File: src/rtl/game2048_pkg.sv
// Shared types and helpers for the 2048 move/turn controller.
package game2048_pkg;

    typedef enum logic [2:0] {
        ST_INIT  = 3'd0,
        ST_IDLE  = 3'd1,
        ST_MOVE  = 3'd2,
        ST_SPAWN = 3'd3,
        ST_CHECK = 3'd4,
        ST_WIN   = 3'd5,
        ST_LOSE  = 3'd6
    } state_e;

    typedef enum logic [1:0] {
        DIR_UP    = 2'd0,
        DIR_DOWN  = 2'd1,
        DIR_LEFT  = 2'd2,
        DIR_RIGHT = 2'd3
    } dir_e;

    localparam int DEF_WIN_EXP = 11;

    // Unsigned add clamped to the largest value representable in w bits (w <= 32).
    function automatic logic [31:0] sat_add(input logic [31:0] a, input logic [31:0] b,
                                            input int unsigned w);
        logic [32:0] sum;
        logic [32:0] lim;
        sum = {1'b0, a} + {1'b0, b};
        lim = (33'd1 << w) - 33'd1;
        return (sum > lim) ? lim[31:0] : sum[31:0];
    endfunction

endpackage

File: src/rtl/game2048_btn_edge.sv
// Rising-edge detect on the four direction buttons, priority up > down > left > right.
module game2048_btn_edge
    import game2048_pkg::*;
(
    input  logic       clk_i,
    input  logic       reset_i,
    input  logic [3:0] btn_i,        // {right, left, down, up}
    output logic       press_valid_o,
    output dir_e       press_dir_o
);

    logic [3:0] prev_q;
    logic [3:0] press;

    always_ff @(posedge clk_i) begin
        if (reset_i) prev_q <= '0;
        else         prev_q <= btn_i;
    end

    assign press = btn_i & ~prev_q;

    always_comb begin
        press_valid_o = |press;
        press_dir_o   = DIR_UP;
        if      (press[0]) press_dir_o = DIR_UP;
        else if (press[1]) press_dir_o = DIR_DOWN;
        else if (press[2]) press_dir_o = DIR_LEFT;
        else if (press[3]) press_dir_o = DIR_RIGHT;
    end

endmodule

File: src/rtl/game2048_move_fsm.sv
// Turn controller: button arbitration, move/spawn handshakes, win/lose evaluation,
// score and move bookkeeping. All outputs decode from registers.
module game2048_move_fsm
    import game2048_pkg::*;
#(
    parameter int SCORE_W        = 16,
    parameter int MOVE_W         = 16,
    parameter int EXP_W          = 4,
    parameter int WIN_EXP        = DEF_WIN_EXP,
    parameter int INIT_TILES     = 2,
    parameter int TIMEOUT_CYCLES = 255
) (
    input  logic               clk,
    input  logic               reset,
    input  logic               move_up,
    input  logic               move_down,
    input  logic               move_left,
    input  logic               move_right,
    input  logic               new_game,
    output logic               move_req,
    output logic [1:0]         move_dir,
    input  logic               move_ack,
    input  logic               move_changed,
    input  logic [SCORE_W-1:0] merge_pts,
    output logic               spawn_req,
    input  logic               spawn_ack,
    input  logic [EXP_W-1:0]   max_exp,
    input  logic               can_move,
    output logic [2:0]         state_o,
    output logic [SCORE_W-1:0] score,
    output logic [MOVE_W-1:0]  moves,
    output logic               busy,
    output logic               win,
    output logic               lose,
    output logic               timeout_err
);

    localparam int WAIT_W = $clog2(TIMEOUT_CYCLES + 1);
    localparam int CNT_W  = 2;

    state_e             state_q, state_d;
    logic [CNT_W-1:0]   cnt_q, cnt_d;
    logic [WAIT_W-1:0]  wait_q, wait_d;
    logic [SCORE_W-1:0] score_q, score_d;
    logic [MOVE_W-1:0]  moves_q, moves_d;
    logic               tmo_q, tmo_d;
    dir_e               dir_q, dir_d;

    logic press_valid;
    dir_e press_dir;
    logic expire;
    logic last_tile;
    logic is_win;

    game2048_btn_edge u_btn (
        .clk_i         (clk),
        .reset_i       (reset),
        .btn_i         ({move_right, move_left, move_down, move_up}),
        .press_valid_o (press_valid),
        .press_dir_o   (press_dir)
    );

    always_ff @(posedge clk) begin
        if (reset) begin
            state_q <= ST_INIT;
            cnt_q   <= '0;
            wait_q  <= '0;
            score_q <= '0;
            moves_q <= '0;
            tmo_q   <= 1'b0;
            dir_q   <= DIR_UP;
        end else begin
            state_q <= state_d;
            cnt_q   <= cnt_d;
            wait_q  <= wait_d;
            score_q <= score_d;
            moves_q <= moves_d;
            tmo_q   <= tmo_d;
            dir_q   <= dir_d;
        end
    end

    // This is the last waiting cycle: without an ack now, the request is abandoned.
    assign expire    = (wait_q == WAIT_W'(TIMEOUT_CYCLES - 1));
    assign last_tile = (cnt_q == CNT_W'(INIT_TILES - 1));
    assign is_win    = (32'(max_exp) >= 32'(WIN_EXP));

    always_comb begin
        state_d = state_q;
        cnt_d   = cnt_q;
        wait_d  = wait_q;
        score_d = score_q;
        moves_d = moves_q;
        tmo_d   = tmo_q;
        dir_d   = dir_q;

        case (state_q)
            ST_INIT: begin
                if (spawn_ack) begin
                    cnt_d  = cnt_q + CNT_W'(1);
                    wait_d = '0;
                    if (last_tile) state_d = ST_IDLE;
                end else if (expire) begin
                    tmo_d   = 1'b1;
                    state_d = ST_IDLE;
                end else begin
                    wait_d = wait_q + WAIT_W'(1);
                end
            end
            ST_IDLE: begin
                if (new_game) begin
                    state_d = ST_INIT;
                    score_d = '0;
                    moves_d = '0;
                    cnt_d   = '0;
                    wait_d  = '0;
                end else if (press_valid) begin
                    dir_d   = press_dir;
                    state_d = ST_MOVE;
                    wait_d  = '0;
                end
            end
            ST_MOVE: begin
                if (move_ack) begin
                    score_d = SCORE_W'(sat_add(32'(score_q), 32'(merge_pts), SCORE_W));
                    if (move_changed) begin
                        moves_d = MOVE_W'(sat_add(32'(moves_q), 32'd1, MOVE_W));
                        state_d = ST_SPAWN;
                        wait_d  = '0;
                    end else begin
                        state_d = ST_IDLE;
                    end
                end else if (expire) begin
                    tmo_d   = 1'b1;
                    state_d = ST_IDLE;
                end else begin
                    wait_d = wait_q + WAIT_W'(1);
                end
            end
            ST_SPAWN: begin
                if (spawn_ack) begin
                    state_d = ST_CHECK;
                end else if (expire) begin
                    tmo_d   = 1'b1;
                    state_d = ST_IDLE;
                end else begin
                    wait_d = wait_q + WAIT_W'(1);
                end
            end
            ST_CHECK: begin
                if      (is_win)    state_d = ST_WIN;
                else if (!can_move) state_d = ST_LOSE;
                else                state_d = ST_IDLE;
            end
            ST_WIN, ST_LOSE: begin
                if (new_game) begin
                    state_d = ST_INIT;
                    score_d = '0;
                    moves_d = '0;
                    cnt_d   = '0;
                    wait_d  = '0;
                end
            end
            default: begin
                state_d = ST_INIT;
                cnt_d   = '0;
                wait_d  = '0;
            end
        endcase
    end

    assign state_o     = state_q;
    assign move_req    = (state_q == ST_MOVE);
    assign spawn_req   = (state_q == ST_SPAWN) || (state_q == ST_INIT);
    assign move_dir    = dir_q;
    assign score       = score_q;
    assign moves       = moves_q;
    assign timeout_err = tmo_q;
    assign busy        = (state_q == ST_INIT) || (state_q == ST_MOVE) ||
                         (state_q == ST_SPAWN) || (state_q == ST_CHECK);
    assign win         = (state_q == ST_WIN);
    assign lose        = (state_q == ST_LOSE);

endmodule

File: config.mk
export PLATFORM = sky130hd
export DESIGN_NAME = game2048_move_fsm
export DESIGN_NICKNAME = d
export VERILOG_FILES = /design/src/rtl/game2048_pkg.sv /design/src/rtl/game2048_btn_edge.sv /design/src/rtl/game2048_move_fsm.sv
export SDC_FILE = /design/constraint.sdc
export NUM_CORES = 1
export LEC_CHECK = 0
export ABC_AREA = 1
export CAP_MARGIN = 10
export CORE_ASPECT_RATIO = 0.6
export CORE_MARGIN = 4
export CORE_UTILIZATION = 40
export DETAILED_ROUTE_END_ITERATION = 8
export HOLD_SLACK_MARGIN = 0.05
export PLACE_DENSITY = 0.63
export SYNTH_ARGS = -nofsm -noshare
export SYNTH_HDL_FRONTEND = slang
export SYNTH_HIERARCHICAL = 1
export SYNTH_SLANG_ARGS = --single-unit
File: constraint.sdc
create_clock -name clk -period 5.52 [get_ports clk]
set_clock_uncertainty 0.1 [all_clocks]
set_input_delay 1.38 -clock clk [delete_from_list [all_inputs] [get_ports clk]]
set_output_delay 1.38 -clock clk [all_outputs]
set_load 0.02 [all_outputs]
==> results, run 1 <==
- The run finished with clean final reports.
- The amount of wire on met3 after detailed routing is 1.008 mm.
- Setup repair after global routing left no endpoint under its margin.
- The number of placed instances, taps included is 815.
- The wire length per cell is 14.48 um.
- At the pin with the least slew margin, the transition time is 1.250 ns.
- The critical path required time is 5.59 ns.
- The floorplan step set the die height to 83.77 um.
- The routability congestion estimate from global placement is 0.9826.
- Clock tree synthesis inserted a total of 5 buffers.
- The CTS sink count is 52.
- The analysis attributes to net switching a power of 0.2609 mW.
- For this block, wires on met1 add up to 6.358 mm.
- The number of DRC markers in iteration 0 is 438.
- The maximum single-stage delay on the critical path is 0.45 ns.
- The summed instance area of the synthesized netlist is 3827 um^2.
- The critical path is of the input port to flop type.
- The remaining max-slew budget at the tightest pin is 16.39%.
- The mean post-synth cell area is 6.163 um^2.
- TritonCTS built the clock tree.
- The net switching fraction of the power is 27.91%.
- The number of max-slew violations in the final report is 0.
- The count of cells in the finished layout, fillers not included, comes to 823.
- The critical path starts at merge_pts[0].
- The placed instances occupy a cell area of 4673 um^2.
- The capturing element type of the critical path is a flop.
- The pin count of the biggest net entering global routing is 30.
- The iteration count of the initial detailed-routing pass is 6.
- For this design the static power due to leakage is 2.189 nW.
- The startpoint identified for the worst register-to-register timing path is score[0].
- Port buffering added 73 buffers.
- The top fanout value on the critical path is 10.
- 74 I/O pins were placed.
- The floorplan has 27 rows.
- Cell internal power was estimated by the tool at 0.6740 mW.
- For this run, design rule violations remaining after detail routing come to 0.
- After technology mapping, the gate count stands at 621.
- The starting density of the core is 41.35%.
- The average vias per placed instance is 5.198.
- The final critical path takes up 70.24% of the cycle.
- The clock passes through at most 2 buffers.
- The count of cells resized by post-cts repair is 0.
- The number of antenna violations at the first check in global routing is 0.
- The data arrival time of the worst path is 3.95 ns.
- The classification of the worst-slack hold path is flop to flop.
- The final layout contains 745 nets.
- The clock latency reported for the late side of the worst-skew pair is 0.29 ns.
- In the final layout, the share of cells above drive strength 1 is 4.906%.
- The critical path goes through clkdlybuf4s50_1 -> ha_1 -> inv_1 -> fa_1 -> inv_1 -> nand3_1 -> nand2_1 -> nand2_1 -> nand2_1 -> nand2_1 -> nand2_1 -> a21oi_1 -> inv_1 -> o21ai_0 -> a21oi_1.
- In this run, the combinational gates consume 19.8% of the power.
- The detailed router used layers up to and including met4.
- The number of antenna diodes is 0.
- The clock transition time at the flip-flop clock pins of the worst setup and hold paths is 0.07 ns.
- The global-route wire length before repair is 19.23 mm.
- The number of different library cells in the post-synthesis netlist is 33.
- The via count of the first global-routing pass is 3716.
- The post-synthesis register bit count is 52.
- Across every metal layer, demand over resource in global routing totals 20.95%.
- The detailed-route via count is 4278.
- Among the stages of the critical path, the cell type that occurs most often is nand2_1.
- The largest individual stage delay along the critical path comes from the cell a21oi_1.
- The max-capacitance violation count is 0.
- The detail route stage leaves a number of antenna-violating nets equal to 0.
- Summed over all failing endpoints, the final setup total negative slack is 0 ns.
- The final global-route overflow total is 0.
- For this run, the register share of the synthesized area comes to 27.20%.
- The overall power after layout is 0.9349 mW.
- In this run the power density over the cells is 193.3 nW/um^2.
- Synthesis produced a netlist with a net count of 674.
- The launch point of the worst hold path is cnt_q[1].
- The number of setup buffers added after CTS is 0.
- The placeable core region is 9256 um^2.
- The wire-length estimate of the detail-placed layout is 9.496 mm.
- The clock share of power is 37.7%.
- After detailed routing, the total wire length is 11.92 mm.
- The relative area change from synthesis to final layout is 26.38%.
- For the finished layout, the period the worst path requires is 3.877 ns.
- The floorplan die area is 11250 um^2.
- The post-route cell area is 4837 um^2.
- The worst-case vdd ir drop is 128.2 uV.
- Hold repair after CTS inserted 0 buffers.
- The count of final hold-check violations came to 0.
- The clock root buffer master is clkbuf_16.
- The portion of total power attributed to sequential cells is 42.4%.
- The worst setup path is launched from an input port.
- The H-tree was split into 2 levels.
- The die outline width is 134.3 um.
- The highest achievable clock rate is 257.9 MHz.
- The final count of negative-setup-slack endpoints is 0.
- In the detailed route, the total length drawn on met2 is 4.433 mm.
- The number of warnings reported in the yosys synthesis log is 6.
cell families after synthesis:
| kind of cell | after synthesis | share of synthesized area (%) |
|---|---|---|
| AND/OR/NAND/NOR | 333 | 37.76 |
| AO/OA/AOI/OAI | 107 | 15.07 |
| buffers and inverters | 96 | 10.07 |
| flip-flops | 52 | 27.20 |
| adder cells (fa/ha/maj) | 22 | 7.388 |
| XOR/XNOR | 11 | 2.517 |
cell usage in the layout (no fill, tap or decap), types with 2 or more instances in the layout:
| cell | count |
|---|---|
| nand2_1 | 194 |
| inv_1 | 82 |
| clkdlybuf4s50_1 | 73 |
| a21oi_1 | 59 |
| nor2_1 | 53 |
| dfxtp_1 | 52 |
| nand3_1 | 42 |
| o21ai_0 | 32 |
| ha_1 | 21 |
| nor3_1 | 11 |
| nand4_1 | 9 |
| xor2_1 | 8 |
| nor2_2 | 7 |
| nand3_2 | 7 |
| o21bai_1 | 5 |
| clkbuf_16 | 5 |
| nand3b_1 | 4 |
| a21o_1 | 3 |
| xnor2_1 | 3 |
| nor2_4 | 3 |
| buf_4 | 3 |
| a31oi_1 | 2 |
| inv_2 | 2 |
| nand2_2 | 2 |
| o211ai_1 | 2 |
critical path: cells and delay by family:
kind            cells  cell delay (ns)
compound gates      3             0.82
simple gates        6             0.49
buf+inv             4             0.83
fa+ha+maj           2             0.43
layer usage:
| metal | global-route usage (%) | vias to the layer above |
|---|---|---|
| met5 | 0 | - |
| met4 | 3.604 | 0 |
| met3 | 4.819 | 14 |
| met2 | 27.21 | 173 |
| met1 | 34.21 | 1946 |
| li1 | - | 2145 |
stage by stage:
stage	setup slack (ns)	utilization (%)	hold slack, ns
floorplan	2.322	-	0.3329
global placement	1.516	50.49	0.3478
detailed placement	1.376	50.49	0.3570
CTS	1.658	52.26	0.3665
global route	1.346	52.26	0.3889
finish	1.643	52.26	0.3635
registers in the layout, summed over array words and instances, names as in the netlist:
| name | cells |
|---|---|
| timeout_err | 1 |
| move_dir | 2 |
| cnt_q | 2 |
| score | 16 |
| moves | 16 |
| wait_q | 8 |
| state_o | 3 |
| u_btn/prev_q | 4 |
power groups by stage:
stage | Clock, mW | Combinational (mW) | Sequential, mW
floorplan | 0 | 0.105 | 0.408
global placement | 0 | 0.181 | 0.405
detailed placement | 0 | 0.183 | 0.405
CTS | 0.361 | 0.184 | 0.396
global route | 0.380 | 0.206 | 0.398
finish | 0.353 | 0.185 | 0.397
area by class of cell:
class / count / area (um^2)
fill: 945 / 4419
tap: 130 / 162.7
timing repair buffer: 76 / 753.2
clock inverter: 2 / 35.03
sequential: 52 / 1041
clock buffer: 6 / 128.9
inverter: 84 / 315.3
multi-input combinational: 473 / 2401
worst paths after layout:
kind / slack, ns / to / cells past startpoint
max: 1.64 / score[8] / 15
min: 0.36 / cnt_q[1] / 2
max reg2reg: 2.84 / score[8] / 14
min reg2reg: 0.36 / cnt_q[1] / 2
cell usage after synthesis:
| cell type | n | area [um^2] |
|---|---|---|
| o21bai_1 | 5 | 37.54 |
| a21oi_1 | 59 | 295.3 |
| a31oi_1 | 2 | 12.51 |
| buf_6 | 3 | 33.78 |
| nand4_1 | 9 | 56.30 |
| nand3b_1 | 4 | 30.03 |
| nand2_2 | 2 | 12.51 |
| o211ai_1 | 2 | 15.01 |
| ha_1 | 21 | 262.8 |
| a2bb2oi_1 | 1 | 8.760 |
| clkbuf_1 | 6 | 22.52 |
| inv_1 | 82 | 307.8 |
| o21ai_0 | 32 | 160.2 |
| a21o_1 | 3 | 22.52 |
| o21ai_2 | 1 | 8.760 |
| inv_2 | 2 | 7.510 |
| fa_1 | 1 | 20.02 |
| nand3_1 | 42 | 210.2 |
| nand3_2 | 7 | 70.07 |
| nor2_2 | 7 | 43.79 |
| dfxtp_1 | 52 | 1041 |
| nor3_1 | 11 | 55.05 |
| nor2_1 | 53 | 198.9 |
| nor2_4 | 3 | 33.78 |
| clkbuf_2 | 1 | 5.000 |
| a21oi_2 | 1 | 8.760 |
| or2_2 | 1 | 6.260 |
| nand2_1 | 194 | 728.2 |
| buf_1 | 1 | 3.750 |
| a22oi_1 | 1 | 7.510 |
| xor2_1 | 8 | 70.07 |
| buf_2 | 1 | 5.000 |
| xnor2_1 | 3 | 26.28 |
Note: power is estimated with default switching activity, not from simulation.
==> inputs of run 2 (changes only) <==
clock period = 4 ns   (was 5.52 ns; I/O delays follow)
==> results, run 2 (synthesis gave the netlist of run 1 again) <==
- The flow ran to the end, and the final reports show no timing, DRC or antenna violations.
- Once detail routing completed, the nets flagged for antenna violations numbered 0.
- The routability congestion estimate from global placement is 0.9020.
- The min-delay analysis places its worst path in the category flop to flop.
- The via count of the first global-routing pass is 3677.
- After clock tree synthesis, the setup repair step added 0 buffers.
- The remaining max-slew budget at the tightest pin is 57.11%.
- The floorplan die area is 11250 um^2.
- The floorplan step set the die height to 83.77 um.
- The slowest stage cell on the critical path is a21oi_1.
- The core region is 9256 um^2.
- Grouping stages by cell kind, the critical path spends the most delay in buffers and inverters.
- The power per cell area is 267.0 nW/um^2.
- The final count of negative-setup-slack endpoints is 0.
- The data arrival time of the worst path is 3.55 ns.
- The critical path goes through clkdlybuf4s50_1 -> ha_1 -> inv_1 -> fa_1 -> inv_1 -> nand3_1 -> nand2_1 -> nand2_1 -> nand2_1 -> nand2_1 -> nand2_1 -> a21oi_1 -> inv_1 -> o21ai_0 -> a21oi_1.
- After clock tree synthesis, the clock-pin slew on the worst setup and hold paths is 0.07 ns.
- The highest achievable clock rate is 287.5 MHz.
- The final global-route overflow total is 0.
- The depth of the CTS H-tree is 2.
- By startpoint and endpoint, the worst setup path is classified as input port to flop.
- The global-route wire length before repair is 18.78 mm.
- The combined flip-flop and latch cell area is 1041 um^2.
- The number of antenna diodes is 0.
- The relative area change from synthesis to final layout is 26.68%.
- The tree built by TritonCTS fans out to 52 sinks.
- The detailed-route via count is 4207.
- The top fanout value on the critical path is 10.
- The total buffers and inverters traversed by the critical path is 4.
- The iteration count of the initial detailed-routing pass is 5.
- The analysis attributes to cell leakage a power of 2.193 nW.
- The share of layout cells above drive strength 1 is 5.187%.
- The routed design has 11.47 mm of wire.
- The max-capacitance violation count is 0.
- The TritonCTS clock tree is built.
- Detailed placement finished with a half-perimeter wire length of 9.250 mm.
- Counting the buffers created by CTS gives 5.
- The worst setup path is launched from an input port.
- In this run, post-CTS hold repair placed 0 buffers.
- The DRC violation count after routing is 0.
- The count of final hold-check violations is 0.
- The most common cell after layout, fill and taps aside is nand2_1.
- Setup repair after global routing left no endpoint under its margin.
- For this design the top-level I/O count stands at 74.
- The capturing element type of the critical path is a flop.
- Clock latency on the worst-skew pair, taken at its later pin, is 0.29 ns.
- The number of max-slew violations in the final report was 0.
- At the worst endpoint, the required time is 4.07 ns.
- In this run the cell area measured after placement is 4681 um^2.
- The number of DRC markers in iteration 0 is 451.
- The minimum clock period is 3.478 ns.
- Entering global routing, the biggest net connects 25 pins.
- After detailed routing, the average wire length per cell comes to 13.92 um.
- The number of cells on the worst hold path is 2.
- The global routing usage summed across all routing layers is 20.22%.
- The final cycle utilization of the critical path is 86.96%.
- The number of antenna violations at the first check in global routing is 0.
- The finished cells cover 4848 um^2.
- The sum of negative setup slack is 0 ns.
- At the end of the flow, the number of nets in the layout was 746.
- The maximum single-stage delay on the critical path is 0.45 ns.
- Across the VDD grid, the largest voltage drop is 186.1 uV.
- The top cell types in the final layout, fill and taps aside, are 194 x nand2_1, 82 x inv_1, 73 x clkdlybuf4s50_1.
- The critical path crosses 15 cells after its start point.
- The starting density of the core is 41.35%.
- In this run the deepest clock path goes through 2 buffers.
- The total number of placement rows is 27.
- The most numerous cell type found on the critical path is nand2_1.
- The number of buffers inserted by port buffering is 73.
- The layout has 942 filler cells.
- The die is 134.3 um wide.
- The clock root buffer master is clkbuf_16.
- The number of gates resized after CTS was 0.
- The worst-margin pin slew is 0.6419 ns.
- The worst reg-to-reg path cell count is 14.
- Summing all multi-input logic gate instances after layout gives 2401 um^2.
- Dividing the detail-routed via count by the number of cells gives 5.106.
## run 2: cell types whose count changed in the layout (fill, tap and decap cells not counted), sizes merged
| cell | before | now |
|---|---|---|
| clkinvlp | 0 | 1 |
| clkbuf | 6 | 5 |
| buf | 3 | 4 |
## run 2: power by group
| part | total (mW) | switching, mW | internal [mW] | leakage, nW |
|---|---|---|---|---|
| clock network | 0.494 | 0.200 | 0.294 | 0.0798 |
| logic | 0.253 | 0.151 | 0.102 | 1.69 |
| registers | 0.547 | 0.0139 | 0.533 | 0.421 |
| total | 1.29 | 0.364 | 0.930 | 2.19 |
## run 2: worst min-delay path, stage by stage, from the launching register on
cell and delay (ns):
dfxtp_1 0.30, inv_1 0.06, a21oi_1 0.06
## run 2: through the flow
stage          cells  worst slack [ns]  hold WS (ns)  power, mW  utilization [%]
2_1_floorplan    621             1.182        0.3329     0.7079                -
3_3_place_gp     816            0.4336        0.3492     0.8053            50.57
3_5_place_dp     816            0.2759        0.3539     0.8088            50.57
4_1_cts          824            0.5716        0.3639      1.301            52.38
5_1_grt          824            0.3338        0.3997      1.359            52.38
6_report         824            0.5217        0.3672      1.294            52.38
## run 2: layer usage
metal	up-vias	share of wire [%]	global-route usage, %	routed length, um
met1	1900	54	33.47	6236
met3	6	8.2	4.940	943
met5	-	0	0	0
li1	2146	-	-	-
met4	0	0.51	2.957	58
met2	155	37	25.75	4231
## run 2: cell type report
type / count / share of cell area [%]
clock buffer: 5 / 2.581
clock inverter: 3 / 0.8774
inverter: 84 / 6.503
multi-input combinational: 473 / 49.52
sequential: 52 / 21.47
tap: 130 / 3.355
timing repair buffer: 77 / 15.69
## run 2: final timing paths
kind / start / to / slack [ns]
hold reg to reg: cnt_q[1] / cnt_q[1] / 0.37
setup reg to reg: score[0] / score[8] / 1.32
hold / removal: cnt_q[1] / cnt_q[1] / 0.37
setup / recovery: merge_pts[0] / score[8] / 0.52
==> inputs of run 3 (changes only) <==
CTS_CLUSTER_SIZE = 14   (was not set)
PLACE_DENSITY = 0.68   (was 0.63)
==> results, run 3 (synthesis gave the netlist of run 1 again) <==
- At the later pin of the worst-skew pair, clock insertion delay measures 0.29 ns.
- The half-perimeter wire length after detailed placement is 8.568 mm.
- The top cell types in the final layout, fill and taps aside, are 194 x nand2_1, 82 x inv_1, 73 x clkdlybuf4s50_1.
- After the first detailed-routing iteration, the DRC count stood at 322.
- The signal on the critical path passes through clkdlybuf4s50_1 -> ha_1 -> inv_1 -> fa_1 -> inv_1 -> nand3_1 -> nand2_1 -> nand2_1 -> nand2_1 -> nand2_1 -> nand2_1 -> a21oi_1 -> inv_1 -> o21ai_0 -> a21oi_1.
- The average vias per placed instance is 5.016.
- The capturing element type of the critical path is a flop.
- Global routing finished with a remaining overflow of 0.
- The depth of the CTS H-tree is 2.
- The maximum single-stage delay on the critical path is 0.43 ns.
- In this run the worst path has a maximum fanout of 10.
- The count of nets left with antenna violations once routing finished came out at 0.
- The first global-routing pass estimated 18.44 mm of wire.
- The number of buffers inserted by port buffering is 73.
- The completed layout was analyzed and its total power is 1.238 mW.
- The critical path required time is 4.07 ns.
- Row generation in the floorplan step produced 27 rows.
- The highest achievable clock rate is 285.6 MHz.
- The clock root buffer master is clkbuf_16.
- The power per cell area is 256.4 nW/um^2.
- The slowest stage cell on the critical path is a21oi_1.
- The run finished with clean final reports.
- The starting density of the core is 41.35%.
- The classification of the worst-slack hold path is flop to flop.
- The final cycle utilization of the critical path is 87.54%.
- The top cell family by delay on the critical path is buffers and inverters.
- The detailed-route via count is 4133.
- The number of placed I/O pins is 74.
- The category of the critical setup timing path is input port to flop.
- The launching element type of the critical path is an input port.
- The worst-case vdd ir drop is 184.6 uV.
- The filler cells instantiated in the layout total 965.
- The DRC violation count after routing is 0.
- The most common cell after layout, fill and taps aside is nand2_1.
- The static leakage is 2.184 nW.
- The TritonCTS clock tree is built.
- The via count of the first global-routing pass came to 3796.
- The floorplan step defined a core boundary enclosing 9256 um^2.
- The congestion estimate from routability-driven global placement came to 0.9171.
- The count of final hold-check violations is 0.
- The data arrival time of the worst path is 3.58 ns.
- The number of antenna diodes is 0.
- For this block, the routed nets add up to 10.89 mm of wire.
- The tightest hold margin is 0.3691 ns.
- The iteration count of the initial detailed-routing pass is 5.
- The minimum clock period is 3.502 ns.
- The remaining max-slew budget at the tightest pin is 56.24%.
- The relative area change from synthesis to final layout is 26.12%.
- The wire length per cell is 13.22 um.
- The die is 134.3 um wide.
- The floorplan die height is 83.77 um.
- The sum of negative setup slack is 0 ns.
- The cell repeated most along the worst path is nand2_1.
- The global routing usage summed across all routing layers is 19.72%.
- The number of buffers inserted to repair setup after CTS is 0.
- After clock tree synthesis, the clock-pin slew on the worst setup and hold paths is 0.07 ns.
- After the last flow step, the layout net total stands at 746.
- The maximum number of buffers from clock root to sink is 2.
- The count of cells resized by post-cts repair is 0.
- Counting the buffers created by CTS gives 5.
- In the final layout, the share of cells above drive strength 1 is 4.899%.
- The number of antenna violations at the first check in global routing is 0.
- The max-capacitance violation count is 0.
- The CTS sink count is 52.
- The final count of negative-setup-slack endpoints is 0.
- The total buffers and inverters traversed by the critical path is 4.
- Entering global routing, the biggest net connects 26 pins.
- The die covers 11250 um^2.
- At the pin with the least slew margin, the transition time is 0.6548 ns.
- The hold buffer count at cts is 0.
- Setup repair after global routing left no endpoint under its margin.
- The number of max-slew violations in the final report was 0.
run 3: changes by cell type in the layout (fill, tap and decap cells not counted):
cell        delta
clkbuf_8       +1
clkinvlp_4     -1
clkbuf_1       +2
bufinv_16      -1
clkinv_2       -1
run 3: layout make-up:
cell class,instances,area (um^2),area share (%)
flip-flops and latches,52,1041,21.57
multi-input cells,473,2401,49.74
inverters,84,315.3,6.532
repair buffers,77,760.7,15.76
clock buffers,8,146.4,3.033
well taps,130,162.7,3.370
run 3: power breakdown:
group | internal (mW) | leakage [nW] | switching [mW]
Sequential | 0.533 | 0.421 | 0.0137
Combinational | 0.102 | 1.69 | 0.148
Clock | 0.250 | 0.0712 | 0.189
Total | 0.886 | 2.18 | 0.352
run 3: through the flow:
step | setup WS [ns] | cells | utilization [%] | area [um^2]
2_1_floorplan | 1.182 | 621 | - | 3827
3_3_place_gp | 0.4234 | 816 | 50.57 | 4681
3_5_place_dp | 0.2441 | 816 | 50.57 | 4681
4_1_cts | 0.5313 | 824 | 52.15 | 4827
5_1_grt | 0.2272 | 824 | 52.15 | 4827
6_report | 0.4983 | 824 | 52.15 | 4827
run 3: metal layers:
layer  global-route usage, %  up-vias  wire length (um)
li1                        -     2147                 -
met2                   26.44      147              4034
met4                   4.251        0               104
met1                   31.08     1830              5783
met5                       0        -                 0
met3                   4.759        9               968
run 3: worst paths after layout:
| kind | from | endpoint | slack (ns) | depth (start not counted) |
|---|---|---|---|---|
| worst max-delay path | merge_pts[0] | score[6] | 0.50 | 15 |
| worst min register to register | cnt_q[1] | cnt_q[1] | 0.37 | 2 |
| worst max register to register | score[0] | score[6] | 1.31 | 14 |
| worst min-delay path | cnt_q[1] | cnt_q[1] | 0.37 | 2 |
run 3: worst reg2reg max path, cell delays in order (launching register included):
cell	delay, ns
dfxtp_1	0.34
ha_1	0.20
inv_1	0.07
fa_1	0.21
inv_1	0.05
nand3_1	0.06
nand2_1	0.10
nand2_1	0.08
nand2_1	0.08
nand2_1	0.10
nand2_1	0.10
a21oi_1	0.43
inv_1	0.28
o21ai_0	0.27
a21oi_1	0.10
